`config.mk`:
```
export PLATFORM = sky130hd
export DESIGN_NAME = bash_axil_bridge
export DESIGN_NICKNAME = d
export VERILOG_FILES = /design/src/rtl/bash_axil_bridge.sv
export SDC_FILE = /design/constraint.sdc
export NUM_CORES = 1
export LEC_CHECK = 0
export CAP_MARGIN = 20
export CORE_AREA = 2 2 112 114
export CTS_CLUSTER_SIZE = 12
export DETAILED_ROUTE_END_ITERATION = 8
export DIE_AREA = 0 0 114 116
export GPL_TIMING_DRIVEN = 0
export PLACE_DENSITY = 0.84
export SLEW_MARGIN = 25
export SYNTH_ARGS = -nofsm -noshare
export SYNTH_HDL_FRONTEND = slang
export SYNTH_SLANG_ARGS = --single-unit
```
`constraint.sdc`:
```
create_clock -name clk_i -period 3.5 [get_ports clk_i]
set_clock_uncertainty 0.15 [all_clocks]
set_input_delay 0.7 -clock clk_i [delete_from_list [all_inputs] [get_ports clk_i]]
set_output_delay 0.7 -clock clk_i [all_outputs]
set_load 0.02 [all_outputs]
```
`src/rtl/bash_axil_bridge.sv`:
```
// rtl/bash_axil_bridge.sv - AXI4-Lite slave to bash-hash native strobe bus bridge.
// Optional BASH_AXIL_START_GUARD_EN: reject prep/start writes while the core is active.
module bash_axil_bridge #(
   parameter int XLEN    = 32,
   parameter int ADDRLEN = 10,
   parameter int AXI_AW  = 12
) (
   input  logic                clk_i,
   input  logic                rst_ni,
   input  logic [AXI_AW-1:0]   s_awaddr_i,
   input  logic                s_awvalid_i,
   output logic                s_awready_o,
   input  logic [XLEN-1:0]     s_wdata_i,
   input  logic [XLEN/8-1:0]   s_wstrb_i,
   input  logic                s_wvalid_i,
   output logic                s_wready_o,
   output logic [1:0]          s_bresp_o,
   output logic                s_bvalid_o,
   input  logic                s_bready_i,
   input  logic [AXI_AW-1:0]   s_araddr_i,
   input  logic                s_arvalid_i,
   output logic                s_arready_o,
   output logic [XLEN-1:0]     s_rdata_o,
   output logic [1:0]          s_rresp_o,
   output logic                s_rvalid_o,
   input  logic                s_rready_i,
   output logic                en_o,
   output logic [XLEN/8-1:0]   we_o,
   output logic [ADDRLEN-1:0]  addr_o,
   output logic [XLEN-1:0]     wrdata_o,
   input  logic [XLEN-1:0]     rddata_i,
   input  logic                active_i
);
   localparam int SW = XLEN / 8;
   localparam logic [1:0] RESP_OKAY   = 2'b00;
   localparam logic [1:0] RESP_SLVERR = 2'b10;
   localparam logic [1:0] RESP_DECERR = 2'b11;

   typedef enum logic [2:0] {S_IDLE, S_WACC, S_WRESP, S_RACC, S_RCAP, S_RRESP} state_t;

   state_t              state_q;
   logic                started_q;
   logic                wprio_q;
   logic                aw_full_q, w_full_q, ar_full_q;
   logic [AXI_AW-1:0]   awaddr_q, araddr_q;
   logic [XLEN-1:0]     wdata_q;
   logic [SW-1:0]       wstrb_q;
   logic                en_q;
   logic [SW-1:0]       we_q;
   logic [ADDRLEN-1:0]  addr_q;
   logic [XLEN-1:0]     wrdata_q;
   logic                bvalid_q, rvalid_q;
   logic [1:0]          bresp_q, rresp_q;
   logic [XLEN-1:0]     rdata_q;

   logic                aw_hs, w_hs, ar_hs;
   logic                aw_full_n, w_full_n, ar_full_n;
   logic [AXI_AW-1:0]   awaddr_n, araddr_n;
   logic [XLEN-1:0]     wdata_n;
   logic [SW-1:0]       wstrb_n;
   logic                wr_req, rd_req, wr_win, rd_win;
   logic                aw_oor, ar_oor, wr_guard;

   // Readies come only from registered state; started_q keeps them low through reset.
   assign s_awready_o = started_q & (state_q == S_IDLE) & ~aw_full_q;
   assign s_wready_o  = started_q & (state_q == S_IDLE) & ~w_full_q;
   assign s_arready_o = started_q & (state_q == S_IDLE) & ~ar_full_q
                        & ~(aw_full_q & w_full_q & wprio_q);

   assign aw_hs = s_awready_o & s_awvalid_i;
   assign w_hs  = s_wready_o  & s_wvalid_i;
   assign ar_hs = s_arready_o & s_arvalid_i;

   assign aw_full_n = aw_full_q | aw_hs;
   assign w_full_n  = w_full_q  | w_hs;
   assign ar_full_n = ar_full_q | ar_hs;
   assign awaddr_n  = aw_hs ? s_awaddr_i : awaddr_q;
   assign araddr_n  = ar_hs ? s_araddr_i : araddr_q;
   assign wdata_n   = w_hs  ? s_wdata_i  : wdata_q;
   assign wstrb_n   = w_hs  ? s_wstrb_i  : wstrb_q;

   // A read that loses a same-cycle contest waits in the AR slot behind the write.
   assign wr_req = aw_full_n & w_full_n;
   assign rd_req = ar_full_n;
   assign wr_win = wr_req & (~rd_req | wprio_q);
   assign rd_win = rd_req & ~wr_win;

   assign aw_oor = (awaddr_n >> ADDRLEN) != '0;
   assign ar_oor = (araddr_n >> ADDRLEN) != '0;

`ifdef BASH_AXIL_START_GUARD_EN
   assign wr_guard = active_i & ((awaddr_n[9:4] == 6'b110001) | (awaddr_n[9:4] == 6'b110010));
`else
   logic unused_active;
   assign unused_active = active_i;
   assign wr_guard = 1'b0;
`endif

   always_ff @(posedge clk_i or negedge rst_ni) begin
      if (!rst_ni) begin
         state_q   <= S_IDLE;
         started_q <= 1'b0;
         wprio_q   <= 1'b1;
         aw_full_q <= 1'b0;
         w_full_q  <= 1'b0;
         ar_full_q <= 1'b0;
         awaddr_q  <= '0;
         araddr_q  <= '0;
         wdata_q   <= '0;
         wstrb_q   <= '0;
         en_q      <= 1'b0;
         we_q      <= '0;
         addr_q    <= '0;
         wrdata_q  <= '0;
         bvalid_q  <= 1'b0;
         rvalid_q  <= 1'b0;
         bresp_q   <= RESP_OKAY;
         rresp_q   <= RESP_OKAY;
         rdata_q   <= '0;
      end else begin
         started_q <= 1'b1;
         if (aw_hs) begin
            aw_full_q <= 1'b1;
            awaddr_q  <= s_awaddr_i;
         end
         if (w_hs) begin
            w_full_q <= 1'b1;
            wdata_q  <= s_wdata_i;
            wstrb_q  <= s_wstrb_i;
         end
         if (ar_hs) begin
            ar_full_q <= 1'b1;
            araddr_q  <= s_araddr_i;
         end
         en_q     <= 1'b0;
         we_q     <= '0;
         addr_q   <= '0;
         wrdata_q <= '0;
         case (state_q)
            S_IDLE: begin
               if (wr_win) begin
                  if (rd_req) wprio_q <= 1'b0;
                  if (aw_oor) begin
                     state_q  <= S_WRESP;
                     bvalid_q <= 1'b1;
                     bresp_q  <= RESP_DECERR;
                  end else if (wr_guard) begin
                     state_q  <= S_WRESP;
                     bvalid_q <= 1'b1;
                     bresp_q  <= RESP_SLVERR;
                  end else begin
                     state_q  <= S_WACC;
                     en_q     <= 1'b1;
                     we_q     <= wstrb_n;
                     addr_q   <= awaddr_n[ADDRLEN-1:0];
                     wrdata_q <= wdata_n;
                  end
               end else if (rd_win) begin
                  if (wr_req) wprio_q <= 1'b1;
                  ar_full_q <= 1'b0;
                  if (ar_oor) begin
                     state_q  <= S_RRESP;
                     rvalid_q <= 1'b1;
                     rresp_q  <= RESP_DECERR;
                     rdata_q  <= '0;
                  end else begin
                     state_q <= S_RACC;
                     en_q    <= 1'b1;
                     addr_q  <= araddr_n[ADDRLEN-1:0];
                  end
               end
            end
            S_WACC: begin
               state_q  <= S_WRESP;
               bvalid_q <= 1'b1;
               bresp_q  <= RESP_OKAY;
            end
            S_WRESP: begin
               if (s_bready_i) begin
                  bvalid_q  <= 1'b0;
                  aw_full_q <= 1'b0;
                  w_full_q  <= 1'b0;
                  state_q   <= S_IDLE;
               end
            end
            S_RACC: state_q <= S_RCAP;
            S_RCAP: begin
               rdata_q  <= rddata_i;
               rresp_q  <= RESP_OKAY;
               rvalid_q <= 1'b1;
               state_q  <= S_RRESP;
            end
            S_RRESP: begin
               if (s_rready_i) begin
                  rvalid_q <= 1'b0;
                  state_q  <= S_IDLE;
               end
            end
            default: state_q <= S_IDLE;
         endcase
      end
   end

   assign en_o       = en_q;
   assign we_o       = we_q;
   assign addr_o     = addr_q;
   assign wrdata_o   = wrdata_q;
   assign s_bvalid_o = bvalid_q;
   assign s_bresp_o  = bresp_q;
   assign s_rvalid_o = rvalid_q;
   assign s_rresp_o  = rresp_q;
   assign s_rdata_o  = rdata_q;
endmodule

```
# After elaboration in Yosys (flattened, before gate mapping)
# Cells that the tools add are included.
dict set report word_totals {
  regBits 153
  inputBits 100
  elab_cells 132
}
dict set report op_classes {
  n_eq_ne 14
  muxes 61
  n_bitwise 23
  reduce_logical 15
}
# operator count
set ops {}
lappend ops {{2-to-1 mux 32 bit} 7}
lappend ops {{case mux 32 bit (2 select lines)} 1}
lappend ops {{2-to-1 mux 10 bit} 5}
lappend ops {{2-to-1 mux 1 bit} 26}
lappend ops {{2-to-1 mux 12 bit} 2}
lappend ops {{nonzero test 12 bit} 2}
lappend ops {{case mux 3 bit (6 select lines)} 1}
lappend ops {{2-to-1 mux 4 bit} 4}
lappend ops {{inequality test 2 bit, second input constant} 8}
lappend ops {{2-to-1 mux 3 bit} 5}
lappend ops {{bitwise AND 1 bit} 13}
lappend ops {{2-to-1 mux 2 bit} 6}
lappend ops {{AND reduction 4 bit} 3}
lappend ops {{case mux 2 bit (2 select lines)} 2}
lappend ops {{nonzero test 2 bit} 4}
lappend ops {{== test 3 x 2 -> 1 bit, second input constant} 2}
lappend ops {{== test 3 bit, second input constant} 2}
lappend ops {{inverter 1 bit} 6}
lappend ops {{case mux 1 bit (3 select lines)} 2}
lappend ops {{AND reduction 3 bit} 2}
lappend ops {{nonzero test 3 bit} 2}
lappend ops {{AND reduction 5 bit} 1}
lappend ops {{OR 1 bit} 4}
lappend ops {{== test 3 x 1 -> 1 bit, second input constant} 1}
lappend ops {{2 further kinds} 2}

# Longest topological paths before layout
dict set report depth {
  ltp_word 14
  mapped_depth 7
}

# Worst setup path after synthesis
# Ideal clock, no wire load.
dict set report synth_timing {
  path_type {register -> register}
  from {reg state_q[1]}
  to {reg addr_q[0] (netlist: addr_o[0])}
  setup_time_ns 0.078
  t_arrival_ns 2.122
  slack_ns 1.149
  stages_incl_launch_ff 7
  cell_sequence {dfrtp_1 nor4b_4 a21oi_1 a211o_1 nor4_4 buf_2 o2bb2ai_1}
}
dict set report synth_between {
  elab_chain_len 14
  word_cells_on_any_way 27
  cone_classes {mux: 7; bitwise: 17; reduce/logical: 3}
}
# element line_no
set synth_rtl {}
lappend synth_rtl {{start: declaration} 41} ;# state_t state_q;
lappend synth_rtl {{start signal: assignment} 101} ;# state_q <= S_IDLE;
lappend synth_rtl {{start signal: assignment} 144} ;# state_q <= S_WRESP;
lappend synth_rtl {{start signal: assignment} 148} ;# state_q <= S_WRESP;
lappend synth_rtl {{zero test 3 bit *} n/a}
lappend synth_rtl {{bitwise AND 1 bit} {65, 66, 67}}
lappend synth_rtl {{bitwise AND 1 bit} 67} ;# assign s_arready_o = started_q & (state_q == S_IDLE) & ~ar_full_q
lappend synth_rtl {{bitwise AND 1 bit} 68} ;# & ~(aw_full_q & w_full_q & wprio_q);
lappend synth_rtl {{bitwise AND 1 bit} 72} ;# assign ar_hs = s_arready_o & s_arvalid_i;
lappend synth_rtl {{OR 1 bit} 76} ;# assign ar_full_n = ar_full_q | ar_hs;
lappend synth_rtl {{inverter 1 bit} 85} ;# assign wr_win = wr_req & (~rd_req | wprio_q);
lappend synth_rtl {{OR 1 bit} 85}
lappend synth_rtl {{bitwise AND 1 bit} 85}
lappend synth_rtl {{inverter 1 bit} 86} ;# assign rd_win = rd_req & ~wr_win;
lappend synth_rtl {{bitwise AND 1 bit} 86}
lappend synth_rtl {{2-to-1 mux 10 bit} 158} ;# end else if (rd_win) begin
lappend synth_rtl {{2-to-1 mux 10 bit} 141} ;# if (wr_win) begin
lappend synth_rtl {{2-to-1 mux 10 bit *} 139} ;# case (state_q)
lappend synth_rtl {{end signal: assignment} 155} ;# addr_q <= awaddr_n[ADDRLEN-1:0];
lappend synth_rtl {{end signal: assignment} 169} ;# addr_q <= araddr_n[ADDRLEN-1:0];
lappend synth_rtl {{end: declaration} 50} ;# logic [ADDRLEN-1:0] addr_q;
# Mark *: on every way between the ends. The rest lies on a longest branch, timed or not.
# A chain may end at the register's enable or synchronous reset.

# Worst setup path after layout
dict set report layout_timing {
  from {reg state_q[2]}
  to {out s_wready_o}
}
dict set report layout_between {
  elab_chain_len 3
}
# element line_no
set layout_rtl {}
lappend layout_rtl {{zero test 3 bit} 66} ;# assign s_wready_o = started_q & (state_q == S_IDLE) & ~w_full_q;
lappend layout_rtl {{bitwise AND 1 bit (2 in series)} 66}
lappend layout_rtl {{end: declaration} 16} ;# output logic s_wready_o,
# Every way passes these cells.

==> results.ini <==
[sta]
finalHoldViolCount=0
fin_crit_ns=3.218
max_freq_mhz=310.7
rsz0062_at_grt=no
maxSlewViolCount=0
finalCritPeriodShare_pct=91.94
tightest_slew_ns=0.7507
hold_slack_ns=0.08606
setup_viol=0
fin_setup_tns_ns=0
setup_ws_ns=0.2820
max_slew_margin_pct=49.96

[grt]
antenna_found_initial=0
grt_pass1_vias=4639
overflow=0
grt_start_max_net_pins=80
grtUsageTotal_pct=21.91
grt_pass1_wl_mm=22.56

[worst_setup_path]
startpoint=state_q[2]$_DFFE_PN0P_
worst_r2r_path_depth=6
critPathLaunchType=register
critPathCaptureType=output port
crit_path_max_fanout=10
arrival_ns=2.37
cp.required_ns=2.65
r2r-start=state_q[1]$_DFFE_PN0P_
worstSetupPathType=register to output port

[cells_and_area]
utilization_pct=71.54
stdcell_count=827
layout_commonest_cell=clkdlybuf4s50_1
diodes=0
drive_gt1_share_pct=13.97
fillCellCount=818
final_cell_mix=clkdlybuf4s50_1 (185), dfrtp_1 (150), mux2_2 (52), nand2_1 (38)
syn2layout_area_growth_pct=44.64
nets=767

[die]
io_pins=188
fp.dieArea_um2=13220
fp.dieW_um=114
die_h_um=116
row_count=40
start_util_pct=49.46
core_area_um2=11910

[pwr]
pwr_density_cell_nw_per_um2=835.9
leakage_uw=0.003812
vdd_drop_max_mv=0.5351

[cts]
htree_levels=4
cts_hold_buf=0
post-cts-setup-buffers=0
cts_tree=yes
clock_path_buffers=2
cts_resized=0
clock-sinks=151
cts_buffers=17
clk_pin_slew_ns=0.06
clk_latency_ns=0.41
cts-root-buf=clkbuf_16

[routing]
vias=4401
vias_per_cell=5.322
drt-total-wl_mm=14.00
drt_iter0_markers=314
firstDrtPassIters=5
avgRoutedWirePerCell_um=16.93
ant_nets=0
drc_errors=0

[logic_synthesis]
postSynthRegisterBits=151
synthTopCellsByArea=dfrtp_1 (64%), mux2_2 (9.9%), a22oi_1 (4.1%)
syn-num-nets=561
synth_ff_type=dfrtp_1
ys_seq_area_share_pct=64.15
synthDistinctLibCells=42
synth-edff-count=0
synthCells=461
yosys_warnings=0
syn_area_um2=5892
async_flop_share_pct=100.0
synth.avg_cell_area_um2=12.78
yosysTopAreaCellShare_pct=63.71
yosys.area.top_type=dfrtp_1

[hold_path]
hold_class=primary input to async pin

[placed_design]
post-place-cells=795
gp_congestion=0.7590
portBuffers=186
place_worst_setup_slack_ns=0.3979
dp_hpwl_mm=9.848

[outcome]
status=complete, no violations

[job]
cap_violations=0

[final timing paths]
path | endpoint | slack (ns)
max reg2reg | wrdata_o[3]$_DFF_PN0_ | 0.52
min in group clk_i | araddr_q[6]$_DFF_PN0_ | 0.34
max in group asynchronous | awaddr_q[4]$_DFF_PN0_ | 2.36
max | s_wready_o | 0.28
min | s_rdata_o[2]$_DFFE_PN0P_ | 0.09
min reg2reg | araddr_q[6]$_DFF_PN0_ | 0.34
[layer usage]
layer	vias up	share of wire, %	GRT usage [%]
met2	197	51	37.26
met4	0	1.2	6.667
met3	17	7.2	7.113
li1	2018	-	-
met1	2169	41	26.93
met5	-	0	0
[cells in the mapped netlist, types with 2 or more instances]
cell	number
nor2b_1	2
buf_4	2
nand3_1	2
dfrtp_1	150
nand3b_1	3
mux2i_1	13
nand2_1	38
clkbuf_1	19
a22oi_1	32
inv_1	12
a21oi_1	3
a211o_1	2
and2_1	35
mux2_2	52
buf_2	4
nor2_1	15
a31oi_1	5
o21ai_0	35
a21o_1	2
o2bb2ai_1	10
buf_1	4
[cell families after synthesis]
logic type                after synthesis  synth area share, %
AOI/OAI and AO/OA                      98                11.30
xor gates and xnor gates                1               0.1487
buffers and inverters                  42                2.888
DFF                                   151                64.15
muxes                                  65                12.15
other                                   1              0.06365
and+or+nand+nor                       103                9.301
[state kept, by name, summed over array words and instances (netlist names), 3 cells and up]
register	cells
state_q	3
s_rdata_o	32
awaddr_q	12
wdata_q	32
addr_o	10
we_o	4
wstrb_q	4
wrdata_o	32
araddr_q	12
[stage by stage]
step	cell area [um^2]	power (uW)
after floorplan	5892	4357
after global placement	7938	5268
after detailed placement	7970	5436
after CTS	8522	7164
after global routing	8522	7558
final	8522	7124
[power by group]
part | total (uW) | internal [uW] | switching, uW
Sequential | 2720 | 2380 | 332
Clock | 1690 | 995 | 693
Combinational | 2720 | 1280 | 1440
[cell type report]
| cell class | instances | area, um^2 | area share, % |
|---|---|---|---|
| sequential | 151 | 3780 | 44.35 |
| multi-input combinational | 268 | 1942 | 22.79 |
| timing repair buffer | 187 | 1894 | 22.23 |
| clock buffer | 21 | 450.4 | 5.286 |
| tap | 147 | 183.9 | 2.158 |
| buffer | 29 | 121.4 | 1.424 |
| clock inverter | 11 | 101.3 | 1.189 |
| inverter | 13 | 48.80 | 0.5726 |
[worst max-delay path, stage by stage (launching register included)]
cell and delay, ns:
dfrtp_1 0.44, clkbuf_1 0.26, nor2_1 0.31, nand3b_1 0.15, nor2_1 0.16, clkdlybuf4s50_1 0.63
No activity file was read; power rests on OpenSTA's default activity.
